===== config.mk =====
export PLATFORM = sky130hd
export DESIGN_NAME = pill_dispense_scheduler
export DESIGN_NICKNAME = d
export VERILOG_FILES = /design/src/rtl/pill_dispense_scheduler.sv
export SDC_FILE = /design/constraint.sdc
export NUM_CORES = 1
export LEC_CHECK = 0
export ABC_AREA = 1
export CAP_MARGIN = 20
export CORE_MARGIN = 5
export CORE_UTILIZATION = 53
export DETAILED_ROUTE_END_ITERATION = 8
export PLACE_DENSITY_LB_ADDON = 0.05
export SYNTH_ARGS = -nofsm -noshare
export SYNTH_HDL_FRONTEND = slang
export SYNTH_SLANG_ARGS = --single-unit
export TNS_END_PERCENT = 1

===== constraint.sdc =====
create_clock -name clk -period 6.3 [get_ports clk]
set_clock_uncertainty 0.1 [all_clocks]
set_input_delay 1.575 -clock clk [delete_from_list [all_inputs] [get_ports clk]]
set_output_delay 1.575 -clock clk [all_outputs]
set_load 0.03 [all_outputs]

===== src/rtl/pill_dispense_scheduler.sv =====
// Dispense sequencer for three pill compartments: latches due pills on the hour,
// alarms the user, then grants the shared motor round-robin. Optional macro: SNOOZE_EN.
module pill_dispense_scheduler #(
    parameter int unsigned MISS_HOURS   = 2,
    parameter logic [3:0]  RUN_STATE    = 4'd3
`ifdef SNOOZE_EN
    ,
    parameter int unsigned SNOOZE_HOURS = 1
`endif
) (
    input  logic        clk,
    input  logic        reset,
    input  logic [3:0]  state,
    input  logic [11:0] pill12And3Duration,
    input  logic        hourTick,
    input  logic        userAck,
    input  logic        dispenserReady,
`ifdef SNOOZE_EN
    input  logic        snooze,
`endif
    output logic        alarm,
    output logic        dispenseValid,
    output logic [1:0]  dispenseSlot,
    output logic [2:0]  pendingMask,
    output logic [7:0]  missedCount
);

    typedef enum logic [2:0] {
        IDLE,
        ALARM,
        GRANT,
        WAIT,
        GAP
`ifdef SNOOZE_EN
        ,
        SNOOZE
`endif
    } fsmState_t;

    fsmState_t  fsmState;
    logic [1:0] rrPtr;
    logic [3:0] hourTimer;
`ifdef SNOOZE_EN
    logic [3:0] snoozeTimer;
`endif

    logic       runMode;
    logic [2:0] dueMask;
    logic       timerDone;
    logic       missTimeout;
    logic       handshake;
    logic [2:0] clearMask;
    logic [1:0] pendingCount;
    logic [8:0] missedSum;
    logic [1:0] grantSlot;

    // Search order starts at the round-robin pointer and wraps 2 -> 0.
    function automatic logic [1:0] pickSlot(input logic [2:0] mask, input logic [1:0] ptr);
        logic [1:0] s0, s1, s2;
        case (ptr)
            2'd1:    begin s0 = 2'd1; s1 = 2'd2; s2 = 2'd0; end
            2'd2:    begin s0 = 2'd2; s1 = 2'd0; s2 = 2'd1; end
            default: begin s0 = 2'd0; s1 = 2'd1; s2 = 2'd2; end
        endcase
        if (mask[s0])      return s0;
        else if (mask[s1]) return s1;
        else               return s2;
    endfunction

    assign runMode      = (state == RUN_STATE);
    assign dueMask      = (hourTick && runMode) ?
                          {pill12And3Duration[3:0] == 4'd0,
                           pill12And3Duration[7:4] == 4'd0,
                           pill12And3Duration[11:8] == 4'd0} : 3'b000;
    assign timerDone    = ({1'b0, hourTimer} + 5'd1) >= 5'(MISS_HOURS);
    assign handshake    = (fsmState == WAIT) && dispenserReady;
    assign pendingCount = {1'b0, pendingMask[0]} + {1'b0, pendingMask[1]} + {1'b0, pendingMask[2]};
    assign missedSum    = {1'b0, missedCount} + {7'b0, pendingCount};
    assign grantSlot    = pickSlot(pendingMask, rrPtr);

    // A timeout is the tick that would push the hour timer to MISS_HOURS while unacknowledged.
    always_comb begin
        missTimeout = 1'b0;
        if (hourTick && runMode && timerDone) begin
            if (fsmState == ALARM && !userAck) missTimeout = 1'b1;
`ifdef SNOOZE_EN
            if (fsmState == SNOOZE) missTimeout = 1'b1;
`endif
        end
    end

    always_comb begin
        clearMask = 3'b000;
        if (missTimeout)    clearMask = 3'b111;
        else if (handshake) clearMask = 3'b001 << dispenseSlot;
    end

    // Pending bits: new due pills are OR-ed in after clearing, so a same-cycle set wins.
    always_ff @(posedge clk or posedge reset) begin
        if (reset) begin
            pendingMask <= 3'b000;
            missedCount <= 8'd0;
        end else begin
            pendingMask <= (pendingMask & ~clearMask) | dueMask;
            if (missTimeout)
                missedCount <= missedSum[8] ? 8'hFF : missedSum[7:0];
        end
    end

    // Main sequencer; all outputs are registered alongside the state transitions.
    always_ff @(posedge clk or posedge reset) begin
        if (reset) begin
            fsmState      <= IDLE;
            alarm         <= 1'b0;
            dispenseValid <= 1'b0;
            dispenseSlot  <= 2'd0;
            rrPtr         <= 2'd0;
            hourTimer     <= 4'd0;
`ifdef SNOOZE_EN
            snoozeTimer   <= 4'd0;
`endif
        end else begin
            case (fsmState)
                IDLE: begin
                    alarm <= 1'b0;
                    if (pendingMask != 3'b000 && runMode) begin
                        fsmState  <= ALARM;
                        alarm     <= 1'b1;
                        hourTimer <= 4'd0;
                    end
                end
                ALARM: begin
                    if (!runMode) begin
                        fsmState <= IDLE;
                        alarm    <= 1'b0;
                    end else if (userAck) begin
                        fsmState <= GRANT;
                        alarm    <= 1'b0;
                    end else if (missTimeout) begin
                        fsmState <= IDLE;
                        alarm    <= 1'b0;
                    end else begin
                        if (hourTick) hourTimer <= hourTimer + 4'd1;
`ifdef SNOOZE_EN
                        if (snooze) begin
                            fsmState    <= SNOOZE;
                            alarm       <= 1'b0;
                            snoozeTimer <= 4'd0;
                        end
`endif
                    end
                end
`ifdef SNOOZE_EN
                SNOOZE: begin
                    alarm <= 1'b0;
                    if (!runMode || missTimeout) begin
                        fsmState <= IDLE;
                    end else if (hourTick) begin
                        hourTimer <= hourTimer + 4'd1;
                        if (({1'b0, snoozeTimer} + 5'd1) >= 5'(SNOOZE_HOURS)) begin
                            fsmState <= ALARM;
                            alarm    <= 1'b1;
                        end else begin
                            snoozeTimer <= snoozeTimer + 4'd1;
                        end
                    end
                end
`endif
                GRANT: begin
                    alarm <= 1'b0;
                    if (pendingMask == 3'b000) begin
                        fsmState <= IDLE;
                    end else begin
                        dispenseValid <= 1'b1;
                        dispenseSlot  <= grantSlot;
                        fsmState      <= WAIT;
                    end
                end
                WAIT: begin
                    if (dispenserReady) begin
                        dispenseValid <= 1'b0;
                        rrPtr         <= (dispenseSlot == 2'd2) ? 2'd0 : dispenseSlot + 2'd1;
                        fsmState      <= GAP;
                    end
                end
                GAP: begin
                    if (pendingMask != 3'b000 && runMode) fsmState <= GRANT;
                    else                                  fsmState <= IDLE;
                end
                default: begin
                    fsmState      <= IDLE;
                    alarm         <= 1'b0;
                    dispenseValid <= 1'b0;
                end
            endcase
        end
    end

endmodule


# Word-level counts from Yosys, hierarchy flattened
# Cells that the tools add are included.
# Widths: inputs -> output; s select.
# totals
regBits	24
latchBits	0
ram_bits	0
romBits	0
out_inout_bits	15
elab_cells	99
memories	0
# op_classes
n_addsub	6
n_mul	0
div	0
magnitude_cmp	3
n_eq_ne	16
shift	1
n_mux	38
bitwise_logic	6
reduce_logical	21
# ops
operator	count
$mux 3	8
$mux 4	5
$pmux 3 s5	1
$ne 2x2->1 const B	7
$logic_not 4->1	3
$pmux 2 s2	3
$mux 1	10
$mux 2	5
$add 8x2->9	1
$mux 8	1
$pmux 4 s2	1
$eq 3x2->1 const B	2
$logic_not 3->1	2
$lt 2x3->1 const B	2
$pmux 1 s3	2
$reduce_and 2->1	3
$reduce_and 3->1	2
$reduce_and 6->1	1
$add 4x1->5 const B	1
$ge 5x2->1 const B	1
$logic_and 1x1->1	5
$add 4x1->4 const B	1
$bmux 1 s2	2
$eq 2x2->1 const B	2
18 further kinds	20

# Depth between registers and ports, before layout
# Gate-level depths: netlist of run 1.
# depth
depth_word	8
mapped_depth	12
mapped_depth_nobuf	12

# Worst setup path before layout of run 1
# OpenSTA, ideal clock, no wires.
# synth_path
path_kind	input to register
start	in state[3]
end	reg missedCount[4]
setup_ps	126
arrival_time_ps	2530
required_ps	6074
path_slack_ps	3544
path_stages	9
path_cell_list	nor2_1 nand4_1 nor2_4 nand2_2 buf_6 nor2_8 nand2_1 nand2_1 nand3_1
# synth_between
elab_chain_len	4
# synth_rtl
element	line_no	text
from (decl)	13	input logic [3:0] state,
$eq 4x2->1	70	assign runMode = (state == RUN_STATE);
$logic_and 1x1->1 (2 in series)	84	if (hourTick && runMode && timerDone) begin
$mux 1	84	
to (signal assigned)	106	missedCount <= missedSum[8] ? 8'hFF : missedSum[7:0];
to (decl)	25	output logic [7:0] missedCount
# Every way passes these cells.
# A chain may end at the register's enable or synchronous reset.

# Final worst setup path of run 1
# layout_path
start	reg pendingMask[0]
end	out pendingMask[0]
# layout_lines
element	line_no	text
from (decl)	24	output logic [2:0] pendingMask,
from (signal assigned)	104	pendingMask <= (pendingMask & ~clearMask) | dueMask;
# No word-level cell between the ends.

==> results of run 1 <==
stage by stage:
step | worst slack (ns) | hold slack [ns] | area (µm²) | utilization, %
3_3_place_gp | 2.94 | 0.361 | 1920 | 69.1
6_report | 3.09 | 0.392 | 2000 | 72.0
4_1_cts | 3.08 | 0.400 | 1980 | 71.0
3_5_place_dp | 2.86 | 0.366 | 1920 | 69.1
2_1_floorplan | 3.54 | 0.401 | 1550 | -
5_1_grt | 3.01 | 0.429 | 2000 | 72.0
cell type report:
| type | count | share of cell area (%) |
|---|---|---|
| clock buffer | 3 | 1.12 |
| inverter | 36 | 7.00 |
| multi-input combinational | 145 | 39.6 |
| sequential | 24 | 30.0 |
| tap | 31 | 1.94 |
| clock inverter | 1 | 1.50 |
| timing repair buffer | 36 | 18.9 |
logic make-up after synthesis:
group | after synthesis | share of synthesized area [%]
buffers and inverters | 37 | 9.80
AO/OA/AOI/OAI | 28 | 9.47
AND/OR/NAND/NOR | 107 | 33.0
flip-flops | 24 | 38.9
XOR/XNOR | 1 | 0.567
adder cells (fa/ha/maj) | 9 | 8.26
power breakdown:
part / switching (W) / internal [W]
logic: 0.000130 / 0.0000815
clock network: 0.0000515 / 0.0000644
registers: 0.0000209 / 0.000173
total: 0.000202 / 0.000319
worst max path at each step:
stage / slack [ns] / endpoint / cells past startpoint / startpoint
2_1_floorplan: 3.54 / missedCount[4] / 9 / state[3]
3_3_place_gp: 2.94 / hourTimer[0] / 9 / state[3]
3_5_place_dp: 2.86 / hourTimer[0] / 9 / state[3]
4_1_cts: 3.08 / pendingMask[0] / 1 / pendingMask[0]
5_1_grt: 3.01 / pendingMask[0] / 1 / pendingMask[0]
6_report: 3.09 / pendingMask[0] / 1 / pendingMask[0]
cells in the final DEF, fill, tap and decap left out, types with 2 or more instances in the layout:
| cell | count |
|---|---|
| clkbuf_4 | 3 |
| dfrtp_1 | 24 |
| nand4_1 | 7 |
| ha_1 | 7 |
| fa_1 | 2 |
| nand2_1 | 53 |
| o21ai_1 | 6 |
| inv_2 | 3 |
| a21oi_1 | 12 |
| nor2_1 | 15 |
| inv_1 | 32 |
| o21ai_0 | 8 |
| or4_1 | 3 |
| nand3_1 | 20 |
| clkdlybuf4s50_1 | 35 |
registers in the layout, summed over array words and instances (netlist names):
signal         count
missedCount        8
hourTimer          4
fsmState           3
pendingMask        3
dispenseSlot       2
rrPtr              2
alarm              1
dispenseValid      1
metal layers:
| metal | vias to the layer above | wire [µm] |
|---|---|---|
| li1 | 748 | - |
| met1 | 690 | 1660 |
| met2 | 56 | 1950 |
| met3 | 8 | 183 |
| met4 | 0 | 73 |
| met5 | - | 0 |
==> impl_metrics.ini, run 1 <==
[status]
status = finished clean

[global_routing]
number_of_antenna_violations_at_the_first_check_in_global_routing = 0
groute.layer.met2.usage_pct = 33.2
grt.total_usage_pct = 19.8
first_global_vias = 1503
gr-usage-met1_pct = 23.7
grt_pass1_wl_um = 6480
grtUsageMet3_pct = 3.68
grt_max_degree = 25
grt-busiest-layer = met2
globalRouteOverflowTotal = 0

[detailed_routing]
post_drt_via_cell_ratio = 5.44
drtPass1Iterations = 4
remaining_drc_errors = 0
dr_vias = 1502
postRouteAntennaNets = 0
drt_first_iter_violations = 94
routed_wl_um = 3860
post_drt_wl_per_cell_um = 14.0

[layout]
multi_input_comb_area_um2 = 793
final_nets = 276
register_cell_area_after_layout_um2 = 601
finalNonFillerCells = 276
antenna-diode-count = 0
area_growth_pct = 29.6
final.fill_count = 236
proportion_of_layout_cells_with_a_drive_suffix_above_1_pct = 5.71

[setup_path]
rr_endpoint = missedCount[2]
critical_path.slowest_cell = clkdlybuf4s50_1
crit_required_ns = 4.62
r2r.worst_path.cells = 7
worst-setup-path-type = reg -> out
path_buf_inv = 1
r2r_setup_slack_ns = 4.03
endpoint_kind = output port
start_kind = flop
cp_max_fo = 6
worst_path_largest_cell_delay_ns = 0.72
critPathArrivalTime_ns = 1.54
timing.critical_path.cells = clkdlybuf4s50_1
critPathTopFamily = buffers and inverters
r2r_start = pendingMask[0]

[logic_synthesis]
synthDominantAreaCellType = dfrtp_1
netlist.area_leader.share_pct = 38.9
ys_dominant_reg_cell = dfrtp_1
mappedNetlistArea_um2 = 1550
synth-warning-count = 0
synthesis.area_per_instance_um2 = 7.50
synthTopCellsByCount = nand2_1 (53), inv_1 (32), dfrtp_1 (24), nand3_1 (20), nor2_1 (15)
number_of_flip_flops_and_latches_in_the_synthesized_netlist = 24
post_synth_main_area_contributors = dfrtp_1 (39%), nand2_1 (13%), inv_1 (7.8%)
synth_sequential_area_ratio_pct = 38.9
synth_nets = 236
ys_types = 27
post_synth_inst_count = 206
synth_enable_flop_cells = 0
synth_most_common_cell = nand2_1
async_flop_share_pct = 100

[job]
maxCapViolCount = 0

[floorplanning]
floorplan.die_area_um2 = 4100
chipHeight_um = 64.0
start_util_pct = 55.6
coreArea_um2 = 2780
die_x_um = 64.0
std_cell_rows = 19
ios = 36

[cts]
tritoncts = built
numClockSinks = 24
cts.htree.levels = 1
post-cts-setup-buffer-count = 0
post_cts_resize_count = 0
cts_made_buffers = 3
buffer_depth_of_the_longest_clock_path = 2
path_clk_slew_ns = 0.15
hold_buffers = 0
worstSkewPairLatency_ns = 0.33
root_buffer = clkbuf_4

[sta]
setup_viol = 0
min_period_ns = 3.21
post-route-period-util_pct = 51.0
timing_worst_slew_pin_value_ns = 0.345
final-hold-violation-count = 0
maxSlewViolCount = 0
timing.max_slew.rel_slack_pct = 76.8
max_freq_mhz = 311
fin_tns_setup_ns = 0
grt_setup_unrepaired = false

[power_and_ir_drop]
cellLeakagePower_nw = 1.01
total_power_w = 0.000521
power_density_nw_per_um2 = 260
ir_worst_vdd_mv = 0.272

[worst_hold_path]
hold_path_depth = 2
hold_path.startpoint = alarm
min_delay_endpoint = alarm
min-delay-path-class = reg -> reg

[placement]
dp_hpwl_um = 2910
placement.io_buffers = 35
routabilityCongestion = 0.952
place_inst = 271
Power figures use the tool's default switching activity.
==> run 2, diff against run 1 <==
Settings changed: CORE_UTILIZATION 53 to 50.
Clock period 6.3 ns to 3.2 ns, I/O delays scaled along.
==> run 2 against run 1 <==
Cell count grew 0.36%. First-iteration DRC count shrank 40%. Utilization shrank 6.9 points. Wire length shrank 8.9%. Die area grew 5.0%. Critical path depth is the same. Design area shrank 2.4%. Total power grew 76%.
==> impl_metrics.ini, run 2 (synthesis gave the netlist of run 1 again) <==
[status]
status = finished clean

[sta]
timing_worst_slew_pin_value_ns = 0.346
setup_viol = 0
grt_setup_unrepaired = false
min_period_ns = 2.43
final-hold-violation-count = 0
timing.max_slew.rel_slack_pct = 76.9
maxSlewViolCount = 0
max_freq_mhz = 412
post-route-period-util_pct = 75.9
fin_tns_setup_ns = 0

[setup_path]
worst_path_largest_cell_delay_ns = 0.72
worst-setup-path-type = reg -> out
start_kind = flop
cp_max_fo = 6
endpoint_kind = output port
critical_path.slowest_cell = clkdlybuf4s50_1
timing.critical_path.cells = clkdlybuf4s50_1
path_buf_inv = 1
crit_required_ns = 2.30
critPathTopFamily = buffers and inverters
critPathArrivalTime_ns = 1.53

[power_and_ir_drop]
cellLeakagePower_nw = 0.992
ir_worst_vdd_mv = 0.346
power_density_nw_per_um2 = 469

[detailed_routing]
highest_metal_layer_used_by_the_detailed_router = met4
dr_vias = 1490
post_drt_via_cell_ratio = 5.38
routed_wl_um = 3520
drt_first_iter_violations = 56
post_drt_wl_per_cell_um = 12.7
wl_met1_um = 1500
postRouteAntennaNets = 0
wl_met2_um = 1850
met3_length_um = 150
remaining_drc_errors = 0
drtPass1Iterations = 4

[floorplanning]
die_x_um = 65.6
coreArea_um2 = 3000
chipHeight_um = 65.6
start_util_pct = 51.5
ios = 36
floorplan.die_area_um2 = 4300
std_cell_rows = 20

[layout]
largest_register_ff_count = 8
finalNonFillerCells = 277
area_growth_pct = 26.6
proportion_of_layout_cells_with_a_drive_suffix_above_1_pct = 5.33
antenna-diode-count = 0
layout_commonest_cell = nand2_1
final_nets = 276
layout_top_registers = missedCount: 8 flops, hourTimer: 4 flops
commonest_non_fill_non_tap_cells_in_the_layout = nand2_1 (53), clkdlybuf4s50_1 (35), inv_1 (32), dfrtp_1 (24), nand3_1 (20)
largest-register = missedCount

[job]
maxCapViolCount = 0

[cts]
cts_made_buffers = 3
root_buffer = clkbuf_4
buffer_depth_of_the_longest_clock_path = 2
numClockSinks = 24
post-cts-setup-buffer-count = 0
tritoncts = built
cts.htree.levels = 1
post_cts_resize_count = 0
worstSkewPairLatency_ns = 0.31
hold_buffers = 0
path_clk_slew_ns = 0.13

[placement]
routabilityCongestion = 0.837
place_inst = 274
dp_hpwl_um = 2850
placement.io_buffers = 35

[worst_hold_path]
min-delay-path-class = reg -> reg

[global_routing]
grt_max_degree = 25
grt_pass1_wl_um = 6180
first_global_vias = 1446
grt.total_usage_pct = 18.0
number_of_antenna_violations_at_the_first_check_in_global_routing = 0
globalRouteOverflowTotal = 0
-- run 2: where the power goes --
part,switching (W),internal [W],leakage (nW)
Sequential,0.0000407,0.000341,0.317
Clock,0.0000870,0.0000439,0.0138
Combinational,0.000249,0.000156,0.662
Total,0.000376,0.000541,0.992
-- run 2: area by class of cell --
cell class                 count  area [µm²]
clock buffer                   3        22.5
fill                         278        1050
inverter                      36         140
multi-input combinational    145         793
sequential                    24         601
tap                           33        41.3
timing repair buffer          36         358
-- run 2: per-layer routing --
layer	GRT usage [%]	vias to the layer above
met5	0	-
met4	3.89	0
met3	3.08	4
met2	33.8	39
met1	21.2	697
li1	-	750
-- run 2: per-stage QoR --
stage	power, W	setup WS, ns	utilization [%]	cell area, µm²	hold WS [ns]
floorplan	0.000666	0.996	-	1550	0.401
global placement	0.000771	0.603	64.4	1930	0.356
detailed placement	0.000789	0.487	64.4	1930	0.360
CTS	0.000923	0.757	65.1	1960	0.390
global route	0.000997	0.687	65.1	1960	0.410
finish	0.000917	0.771	65.1	1960	0.387
-- run 2: path summary, 6_finish.rpt --
| kind | cells past startpoint | slack [ns] | end | startpoint |
|---|---|---|---|---|
| max | 1 | 0.77 | pendingMask[0] | pendingMask[0] |
| min | 2 | 0.39 | alarm | alarm |
| max reg2reg | 7 | 0.93 | missedCount[2] | pendingMask[0] |
| min reg2reg | 2 | 0.39 | alarm | alarm |
| max in group asynchronous | 3 | 2.03 | missedCount[0] | reset |
| min in group asynchronous | 3 | 0.73 | missedCount[6] | reset |
